File: src/rtl/tmu2_burst_collect_if.sv
// Pixel-in and burst-out handshake bundle for the TMU2 burst collector.
// The slave modport is the collector's view; the master modport drives it.
interface tmu2_burst_collect_if #(
  parameter int fml_depth = 26
);
  logic                 flush;
  logic                 busy;
  logic                 pipe_stb_i;
  logic                 pipe_ack_o;
  logic [fml_depth-2:0] dadr;
  logic [15:0]          color;
  logic                 pipe_stb_o;
  logic                 pipe_ack_i;
  logic [fml_depth-6:0] burst_addr;
  logic [15:0]          burst_sel;
  logic [255:0]         burst_do;

  modport slave (
    input  flush, pipe_stb_i, dadr, color, pipe_ack_i,
    output busy, pipe_ack_o, pipe_stb_o, burst_addr, burst_sel, burst_do
  );

  modport master (
    output flush, pipe_stb_i, dadr, color, pipe_ack_i,
    input  busy, pipe_ack_o, pipe_stb_o, burst_addr, burst_sel, burst_do
  );
endinterface

File: src/rtl/tmu2_burst_collect.sv
// Coalesces RGB565 pixels sharing a 32-byte FML burst into one record
// (address, select mask, 256-bit big-endian data) for the FML write master.
module tmu2_burst_collect #(
  parameter int fml_depth = 26
) (
  input logic                  sys_clk,
  input logic                  sys_rst_n,
  tmu2_burst_collect_if.slave  bus
);
  localparam int TW = fml_depth - 5;

  logic [TW-1:0]  tag;
  logic [15:0]    sel;
  logic [255:0]   data;

  logic [TW-1:0]  in_tag;
  logic [3:0]     idx;
  logic [15:0]    idx_bit;
  logic           empty;
  logic           full;
  logic           match;
  logic           out_free;
  logic           xfer;
  logic           accept;

  assign in_tag   = bus.dadr[fml_depth-2:4];
  assign idx      = bus.dadr[3:0];
  assign idx_bit  = 16'h8000 >> idx;
  assign empty    = (sel == 16'h0000);
  assign full     = (sel == 16'hFFFF);
  assign match    = ~empty & (in_tag == tag);
  assign out_free = ~bus.pipe_stb_o | bus.pipe_ack_i;
  assign xfer     = out_free & ~empty &
                    ((bus.pipe_stb_i & ~match) | full | (bus.flush & ~bus.pipe_stb_i));

  assign bus.pipe_ack_o = empty | match | xfer;
  assign accept         = bus.pipe_stb_i & bus.pipe_ack_o;
  assign bus.busy       = ~empty | bus.pipe_stb_o;

  // A pixel accepted together with a transfer always starts a fresh buffer,
  // even if its tag matches the (full) buffer being emitted.
  always_ff @(posedge sys_clk or negedge sys_rst_n) begin
    if (!sys_rst_n) begin
      tag <= '0;
      sel <= '0;
    end else if (xfer) begin
      if (bus.pipe_stb_i) begin
        tag <= in_tag;
        sel <= idx_bit;
      end else begin
        sel <= '0;
      end
    end else if (accept) begin
      if (empty) tag <= in_tag;
      sel <= sel | idx_bit;
    end
  end

  // Lane contents need no reset; sel alone decides which lanes are valid.
  always_ff @(posedge sys_clk) begin
    if (accept) data[{~idx, 4'b0000} +: 16] <= bus.color;
  end

  always_ff @(posedge sys_clk or negedge sys_rst_n) begin
    if (!sys_rst_n) begin
      bus.pipe_stb_o <= 1'b0;
      bus.burst_addr <= '0;
      bus.burst_sel  <= '0;
      bus.burst_do   <= '0;
    end else if (xfer) begin
      bus.pipe_stb_o <= 1'b1;
      bus.burst_addr <= tag;
      bus.burst_sel  <= sel;
      bus.burst_do   <= data;
    end else if (bus.pipe_ack_i) begin
      bus.pipe_stb_o <= 1'b0;
    end
  end
endmodule

File: src/flat_wrapper.sv
// flat-port wrapper written by rule: the top's interface ports become plain ports
module tmu2_burst_collect_flat 
#(
  parameter int fml_depth = 26
)
  (sys_clk, sys_rst_n, bus_flush, bus_pipe_stb_i, bus_dadr, bus_color, bus_pipe_ack_i, bus_busy, bus_pipe_ack_o, bus_pipe_stb_o, bus_burst_addr, bus_burst_sel, bus_burst_do);
  tmu2_burst_collect_if #(.fml_depth(fml_depth)) bus_i ();
  input logic sys_clk;
  input logic sys_rst_n;
  input wire logic [$bits(bus_i.flush)-1:0] bus_flush;
  input wire logic [$bits(bus_i.pipe_stb_i)-1:0] bus_pipe_stb_i;
  input wire logic [$bits(bus_i.dadr)-1:0] bus_dadr;
  input wire logic [$bits(bus_i.color)-1:0] bus_color;
  input wire logic [$bits(bus_i.pipe_ack_i)-1:0] bus_pipe_ack_i;
  output wire logic [$bits(bus_i.busy)-1:0] bus_busy;
  output wire logic [$bits(bus_i.pipe_ack_o)-1:0] bus_pipe_ack_o;
  output wire logic [$bits(bus_i.pipe_stb_o)-1:0] bus_pipe_stb_o;
  output wire logic [$bits(bus_i.burst_addr)-1:0] bus_burst_addr;
  output wire logic [$bits(bus_i.burst_sel)-1:0] bus_burst_sel;
  output wire logic [$bits(bus_i.burst_do)-1:0] bus_burst_do;
  assign bus_i.flush = bus_flush;
  assign bus_i.pipe_stb_i = bus_pipe_stb_i;
  assign bus_i.dadr = bus_dadr;
  assign bus_i.color = bus_color;
  assign bus_i.pipe_ack_i = bus_pipe_ack_i;
  assign bus_busy = bus_i.busy;
  assign bus_pipe_ack_o = bus_i.pipe_ack_o;
  assign bus_pipe_stb_o = bus_i.pipe_stb_o;
  assign bus_burst_addr = bus_i.burst_addr;
  assign bus_burst_sel = bus_i.burst_sel;
  assign bus_burst_do = bus_i.burst_do;
  tmu2_burst_collect #(.fml_depth(fml_depth)) u_core (.sys_clk(sys_clk), .sys_rst_n(sys_rst_n), .bus(bus_i));
endmodule
File: config.mk
export PLATFORM = sky130hd
export DESIGN_NAME = tmu2_burst_collect_flat
export DESIGN_NICKNAME = d
export VERILOG_FILES = /design/src/rtl/tmu2_burst_collect_if.sv /design/src/rtl/tmu2_burst_collect.sv /design/src/flat_wrapper.sv
export SDC_FILE = /design/constraint.sdc
export NUM_CORES = 1
export LEC_CHECK = 0
export CORE_ASPECT_RATIO = 0.5
export CORE_MARGIN = 2
export CORE_UTILIZATION = 58
export DETAILED_ROUTE_END_ITERATION = 8
export GPL_TIMING_DRIVEN = 0
export PLACE_DENSITY = 0.83
export SYNTH_ARGS = -nofsm -noshare
export SYNTH_HDL_FRONTEND = slang
export SYNTH_SLANG_ARGS = --single-unit
File: constraint.sdc
create_clock -name sys_clk -period 8.2 [get_ports sys_clk]
set_input_delay 1.64 -clock sys_clk [delete_from_list [all_inputs] [get_ports sys_clk]]
set_output_delay 1.64 -clock sys_clk [all_outputs]
set_load 0.01 [all_outputs]
==> results of run 1 <==
==> final timing paths <==
path                                             end  slack [ns]
max reg2reg                         u_core.data[134]        4.42
min in group asynchronous  u_core.bus.burst_addr[15]        0.90
min                          u_core.bus.burst_do[93]        0.44
max                                   bus_pipe_ack_o        1.71
max in group asynchronous   u_core.bus.burst_do[147]        5.96
min reg2reg                  u_core.bus.burst_do[93]        0.44
==> flip-flops by register name, indices dropped and copies added, names as in the netlist <==
signal,flops
u_core.bus.burst_do,256
u_core.bus.burst_addr,21
u_core.data,256
u_core.sel,16
u_core.bus.burst_sel,16
u_core.tag,21
u_core.bus.pipe_stb_o,1
==> routing by layer <==
| metal | global-route usage, % | part of all wire (%) |
|---|---|---|
| met5 | 0 | 0 |
| met3 | 5.20 | 7.3 |
| met4 | 12.8 | 4.7 |
| met1 | 37.7 | 38 |
| met2 | 49.5 | 50 |
==> Yosys cell counts <==
cell       instances  share of area (%)
buf_1              1              0.016
ha_1               6               0.33
o211ai_1           1              0.033
o21bai_1           1              0.033
or2_2              1              0.027
and2_1           180                4.9
nor3_1            20               0.43
a21oi_2            1              0.038
and3_1             1              0.027
dfrtp_1          331                 36
buf_2             12               0.26
o21ai_1            1              0.022
a21oi_1            1              0.022
nor4_1             4               0.11
nor2b_1           26               0.70
nand3_1           29               0.63
nand2_1           56               0.91
nand2b_1           6               0.16
nor3_2             1              0.043
clkbuf_1          66                1.1
o21a_1             1              0.033
nor2_1           107                1.7
a21o_1             1              0.033
mux2_1           240                 12
nor4_4             1              0.092
a211o_1           21               0.80
mux2i_1            1              0.043
nand4_1           31               0.84
a311oi_1          21               0.80
a31oi_1            1              0.027
edfxtp_1         256                 33
mux2_2            53                2.6
inv_1              5              0.081
buf_4             23               0.75
xnor2_1           21               0.80
a21boi_0           1              0.033
nand3b_1           1              0.033
o2bb2ai_1         16               0.61
o41ai_1            1              0.038
==> final cells by class <==
type	count	share of cell area, %
Antenna cell	1	0.00859
Clock inverter	21	0.704
Multi-Input combinational cell	853	22.9
Clock buffer	73	4.97
Tap cell	530	2.28
Inverter	5	0.0644
Timing Repair Buffer	359	12.6
Buffer	102	1.66
Sequential cell	587	54.8
==> worst register-to-register path, delay by kind of cell, from the launching register on <==
kind | cells | cell delay [ns]
AO/OA/AOI/OAI | 1 | 0.40
XOR/XNOR | 1 | 0.29
buffers and inverters | 2 | 0.77
flip-flops | 1 | 0.43
AND/OR/NAND/NOR | 3 | 1.62
==> power breakdown <==
| part | internal [mW] | switching (mW) |
|---|---|---|
| Combinational | 2.02 | 1.79 |
| Sequential | 3.80 | 0.488 |
| Clock | 1.33 | 1.08 |
==> kinds of logic after synthesis <==
group                      after synthesis  synth area share, %
DFF                                    587                 69.2
and+or+nand+nor                        464                 10.6
muxes                                  294                 14.3
buffers and inverters                  107                 2.18
AOI/OAI and AO/OA                       68                 2.51
xor gates and xnor gates                21                0.797
adders and majority gates                6                0.325
==> through the flow <==
stage | utilization, % | hold slack, ns
finish | 74.6 | 0.439
global route | 74.6 | 0.466
floorplan | - | 0.439
detailed placement | 70.4 | 0.448
global placement | 69.5 | 0.441
CTS | 74.6 | 0.431
==> results.json, run 1 <==
{
  "crit_type": "primary input to output port",
  "die_area_mm2": 0.0415,
  "cts_setup_buffers": 0,
  "cts_inserted_buffers": 50,
  "nFillCells": 2385,
  "clk_pin_slew_worst_paths_ns": 0.07,
  "wl_per_cell_um": 23.9,
  "reg2reg_depth": 7,
  "cap_violations": 0,
  "status": "complete, no violations",
  "crit_path_max_incr_delay_ns": 0.62,
  "multi_input_area_mm2": 0.00668,
  "p_per_area_mw_per_mm2": 361,
  "hpwlAfterDp_um": 41000,
  "drc": 0,
  "min_from": "u_core.data[93]",
  "hp-class": "register to register",
  "seq_area_frac_synth_pct": 69.2,
  "first_pass_iters": 5,
  "worstSetupEndpointType": "output port",
  "io_buffers": 340,
  "layout_setup_ws_ns": 1.71,
  "htree_levels": 2,
  "drv_slew": 0,
  "period_share_pct": 79.2,
  "dp_cells": 2436,
  "boundaryPins": 342,
  "cts_hold_buf": 0,
  "cp_top_family": "buffers and inverters",
  "clk_path_buf_depth": 3,
  "worst_pin_slew_ns": 1.15,
  "max_freq_ghz": 0.154,
  "vias": 14600,
  "cts.repair.resized": 0,
  "placed_area_mm2": 0.0275,
  "post-place-ws_ns": 1.75,
  "final_cell_mix": "clkdlybuf4s50_1 (339), dfrtp_1 (331), edfxtp_1 (256), mux2_1 (240), and2_1 (180)",
  "avgSynthCellArea_um2": 14.9,
  "start_util_pct": 59.1,
  "wl_um": 60600,
  "grt_start_max_net_pins": 111,
  "required_ns": 6.56,
  "stdcell_count": 2531,
  "antenna_left": 0,
  "yosysWarnings": 0,
  "final_common_cell": "clkdlybuf4s50_1",
  "worstPathMaxFanout": 10,
  "hold_viol": 0,
  "hold_depth": 1,
  "startpoint": "bus_dadr[5]",
  "insertion_delay_ns": 0.59,
  "setup_violations": 0,
  "dieHeight_um": 145,
  "setup_tns_ns": 0,
  "clkSinkCount": 587,
  "syn_inst": 1547,
  "total_power_mw": 10.5,
  "arrival_ns": 4.85,
  "cts_root_buf": "clkbuf_16",
  "worst-path-buf-inv": 5,
  "drive_gt1_share_pct": 10.5,
  "synth_area_mm2": 0.0231,
  "register_area_mm2": 0.0160,
  "irDropWorstVdd_mv": 0.200,
  "first_global_vias": 15200,
  "period_needed_ns": 6.49,
  "syn_nets": 1599,
  "die_x_um": 286,
  "rows": 51,
  "r2r-start": "u_core.tag[1]",
  "core_area_mm2": 0.0391,
  "leakage_nw": 11.2,
  "area.growth.synth_to_final_pct": 26.3,
  "layout.nets": 2010,
  "path_cells": "clkdlybuf4s50_1 > xnor2_1 > nand4_1 > nor4_4 > a21o_1 > buf_2 > buf_4 > buf_2 > nand3_1 > clkdlybuf4s50_1",
  "cpMaxStageDelayCell": "nor4_4",
  "cts_tree": "yes",
  "clock_skew_ns": 0.0308,
  "place.gp.congestion": 0.893,
  "grt_usage_pct": 29.4,
  "slew_headroom_pct": 23.6,
  "grt_first_pass_wirelength_um": 91300,
  "ys_types": 39,
  "crit_cells": 10,
  "viasPerCell": 5.78,
  "grt_overflow": 0,
  "drt_first_iter_violations": 1215,
  "startpoint_type": "primary input",
  "synth_seq_cells": 587,
  "antenna_found_initial": 1,
  "rsz0062_at_grt": "false",
  "final_cell_area_mm2": 0.0291
}
No activity file was read; power rests on OpenSTA's default activity.
==> run 2, diff against run 1 <==
Settings changed: CORE_UTILIZATION 58 to 54, PLACE_DENSITY 0.83 to 0.78.
Clock period 8.2 ns to 6.7 ns, I/O delays scaled along.
==> run 2 against run 1 <==
  * Count of clock-buffer cells in the layout is 5 higher
  * Cell area is 0.33% higher
  * Critical endpoint unchanged
  * Flip-flop and latch count stayed put
  * Largest power group unchanged
==> results.json, run 2 (synthesized netlist as in run 1, its figures left out) <==
{
  "clk_path_buf_depth": 3,
  "leakage_nw": 11.2,
  "dieHeight_um": 150,
  "nFillCells": 2847,
  "crit_path_max_incr_delay_ns": 0.62,
  "start_util_pct": 54.9,
  "cts_root_buf": "clkbuf_16",
  "cpMaxStageDelayCell": "nor4_4",
  "hpwlAfterDp_um": 40900,
  "cap_violations": 0,
  "irDropWorstVdd_mv": 0.255,
  "layout.nets": 2009,
  "die_area_mm2": 0.0445,
  "wl_um": 60500,
  "antenna_cells": 0,
  "grt_usage_pct": 27.3,
  "drt_first_iter_violations": 1275,
  "path_cells": "clkdlybuf4s50_1 > xnor2_1 > nand4_1 > nor4_4 > a21o_1 > buf_2 > buf_4 > buf_2 > nand3_1 > clkdlybuf4s50_1",
  "viasPerCell": 5.59,
  "area.growth.synth_to_final_pct": 26.7,
  "clock_skew_ns": 0.0170,
  "vias": 14400,
  "startpoint_type": "primary input",
  "final_common_cell": "clkdlybuf4s50_1",
  "final_cell_mix": "clkdlybuf4s50_1 (339), dfrtp_1 (331), edfxtp_1 (256), mux2_1 (240), and2_1 (180)",
  "cts_inserted_buffers": 50,
  "worstPathMaxFanout": 10,
  "startpoint": "bus_dadr[5]",
  "post-place-ws_ns": 0.870,
  "die_x_um": 296,
  "grt_start_max_net_pins": 109,
  "period_needed_ns": 5.86,
  "pwr-share-comb_pct": 36.0,
  "stdcell_count": 2575,
  "grt_overflow": 0,
  "insertion_delay_ns": 0.58,
  "r2r-start": "u_core.tag[1]",
  "internal-power_mw": 8.85,
  "layout_setup_ws_ns": 0.841,
  "p_sw_share_pct": 31.6,
  "hp-class": "register to register",
  "worstSetupEndpointType": "output port",
  "cts.repair.resized": 0,
  "htree_levels": 2,
  "worst_pin_slew_ns": 1.17,
  "max_freq_ghz": 0.171,
  "antenna_left": 0,
  "grt_first_pass_wirelength_um": 89500,
  "dp_cells": 2482,
  "arrival_ns": 4.52,
  "setup_violations": 0,
  "cts_setup_buffers": 0,
  "drive_gt1_share_pct": 10.1,
  "required_ns": 5.36,
  "antenna_found_initial": 7,
  "crit_type": "primary input to output port",
  "p_switching_mw": 4.09,
  "boundaryPins": 342,
  "p_seq_share_pct": 40.5,
  "wl_per_cell_um": 23.5,
  "rsz0062_at_grt": "false",
  "hold_viol": 0,
  "clkSinkCount": 587,
  "status": "complete, no violations",
  "cts_tree": "yes",
  "cts_hold_buf": 0,
  "reg_top3": "u_core.bus.burst_do: 256 flops, u_core.data: 256 flops",
  "drv_slew": 0,
  "drc": 0,
  "rows": 53,
  "first_pass_iters": 5,
  "io_buffers": 340,
  "core_area_mm2": 0.0420,
  "place.gp.congestion": 0.879,
  "period_share_pct": 87.4,
  "clk_pin_slew_worst_paths_ns": 0.07,
  "min_from": "u_core.data[106]",
  "p_per_area_mw_per_mm2": 443,
  "slew_headroom_pct": 21.9,
  "first_global_vias": 14600,
  "clockPowerShare_pct": 23.5
}
==> run 2: changes by cell type in the layout (fill, tap and decap cells not counted), moves of 2 or more <==
cell        change
clkinvlp_4      -2
clkbuf_1        +2
clkbuf_16       +3
buf_4           +3
clkinv_2        -7
buf_6           -5
clkinv_1        +3
==> run 2: path summary, 6_finish.rpt <==
path	slack (ns)	cells after the start	endpoint
worst min register to register	0.46	1	u_core.bus.burst_do[106]
worst max-delay path	0.84	10	bus_pipe_ack_o
min in group asynchronous	0.60	1	u_core.bus.burst_addr[8]
max in group asynchronous	4.27	4	u_core.bus.burst_do[163]
worst min-delay path	0.46	1	u_core.bus.burst_do[106]
worst max register to register	2.88	7	u_core.data[118]
==> run 2: worst max-delay path: cells and delay by family <==
kind | cells | cell delay (ns)
buf+inv | 5 | 1.70
simple gates | 3 | 0.99
xor+xnor | 1 | 0.28
compound gates | 1 | 0.19
==> run 2: area by class of cell <==
| cell class | instances | area, um^2 | area share (%) |
|---|---|---|---|
| Sequential cell | 587 | 16000 | 54.6 |
| Multi-Input combinational cell | 853 | 6680 | 22.8 |
| Timing Repair Buffer | 358 | 3650 | 12.5 |
| Clock buffer | 78 | 1530 | 5.23 |
| Tap cell | 577 | 722 | 2.47 |
| Buffer | 102 | 484 | 1.66 |
| Clock inverter | 15 | 180 | 0.616 |
| Inverter | 5 | 18.8 | 0.0642 |
==> run 2: power by group through the flow <==
stage | registers (mW) | logic [mW] | clock network (mW)
2_1_floorplan | 5.53 | 1.88 | 0
3_3_place_gp | 5.29 | 4.55 | 0
3_5_place_dp | 5.30 | 4.65 | 0
4_1_cts | 5.25 | 4.69 | 3.07
5_1_grt | 5.34 | 4.91 | 3.23
6_report | 5.25 | 4.66 | 3.04
==> run 2: layer usage <==
layer | track usage, % | vias to the layer above | wire [um]
met4 | 9.70 | 2 | 2230
met1 | 36.0 | 7454 | 23800
met5 | 0 | - | 13
li1 | - | 6280 | -
met2 | 46.0 | 539 | 30400
met3 | 4.96 | 123 | 4040
==> run 2: metrics by stage <==
step	power, mW	hold slack, ns	area, um^2	setup TNS [ns]	utilization, %
2_1_floorplan	7.40	0.439	23100	0	-
3_3_place_gp	9.85	0.441	27200	-3632.78	64.7
3_5_place_dp	9.95	0.448	27500	0	65.5
4_1_cts	13.0	0.458	29200	0	69.5
5_1_grt	13.5	0.471	29200	0	69.5
6_report	12.9	0.458	29200	0	69.5
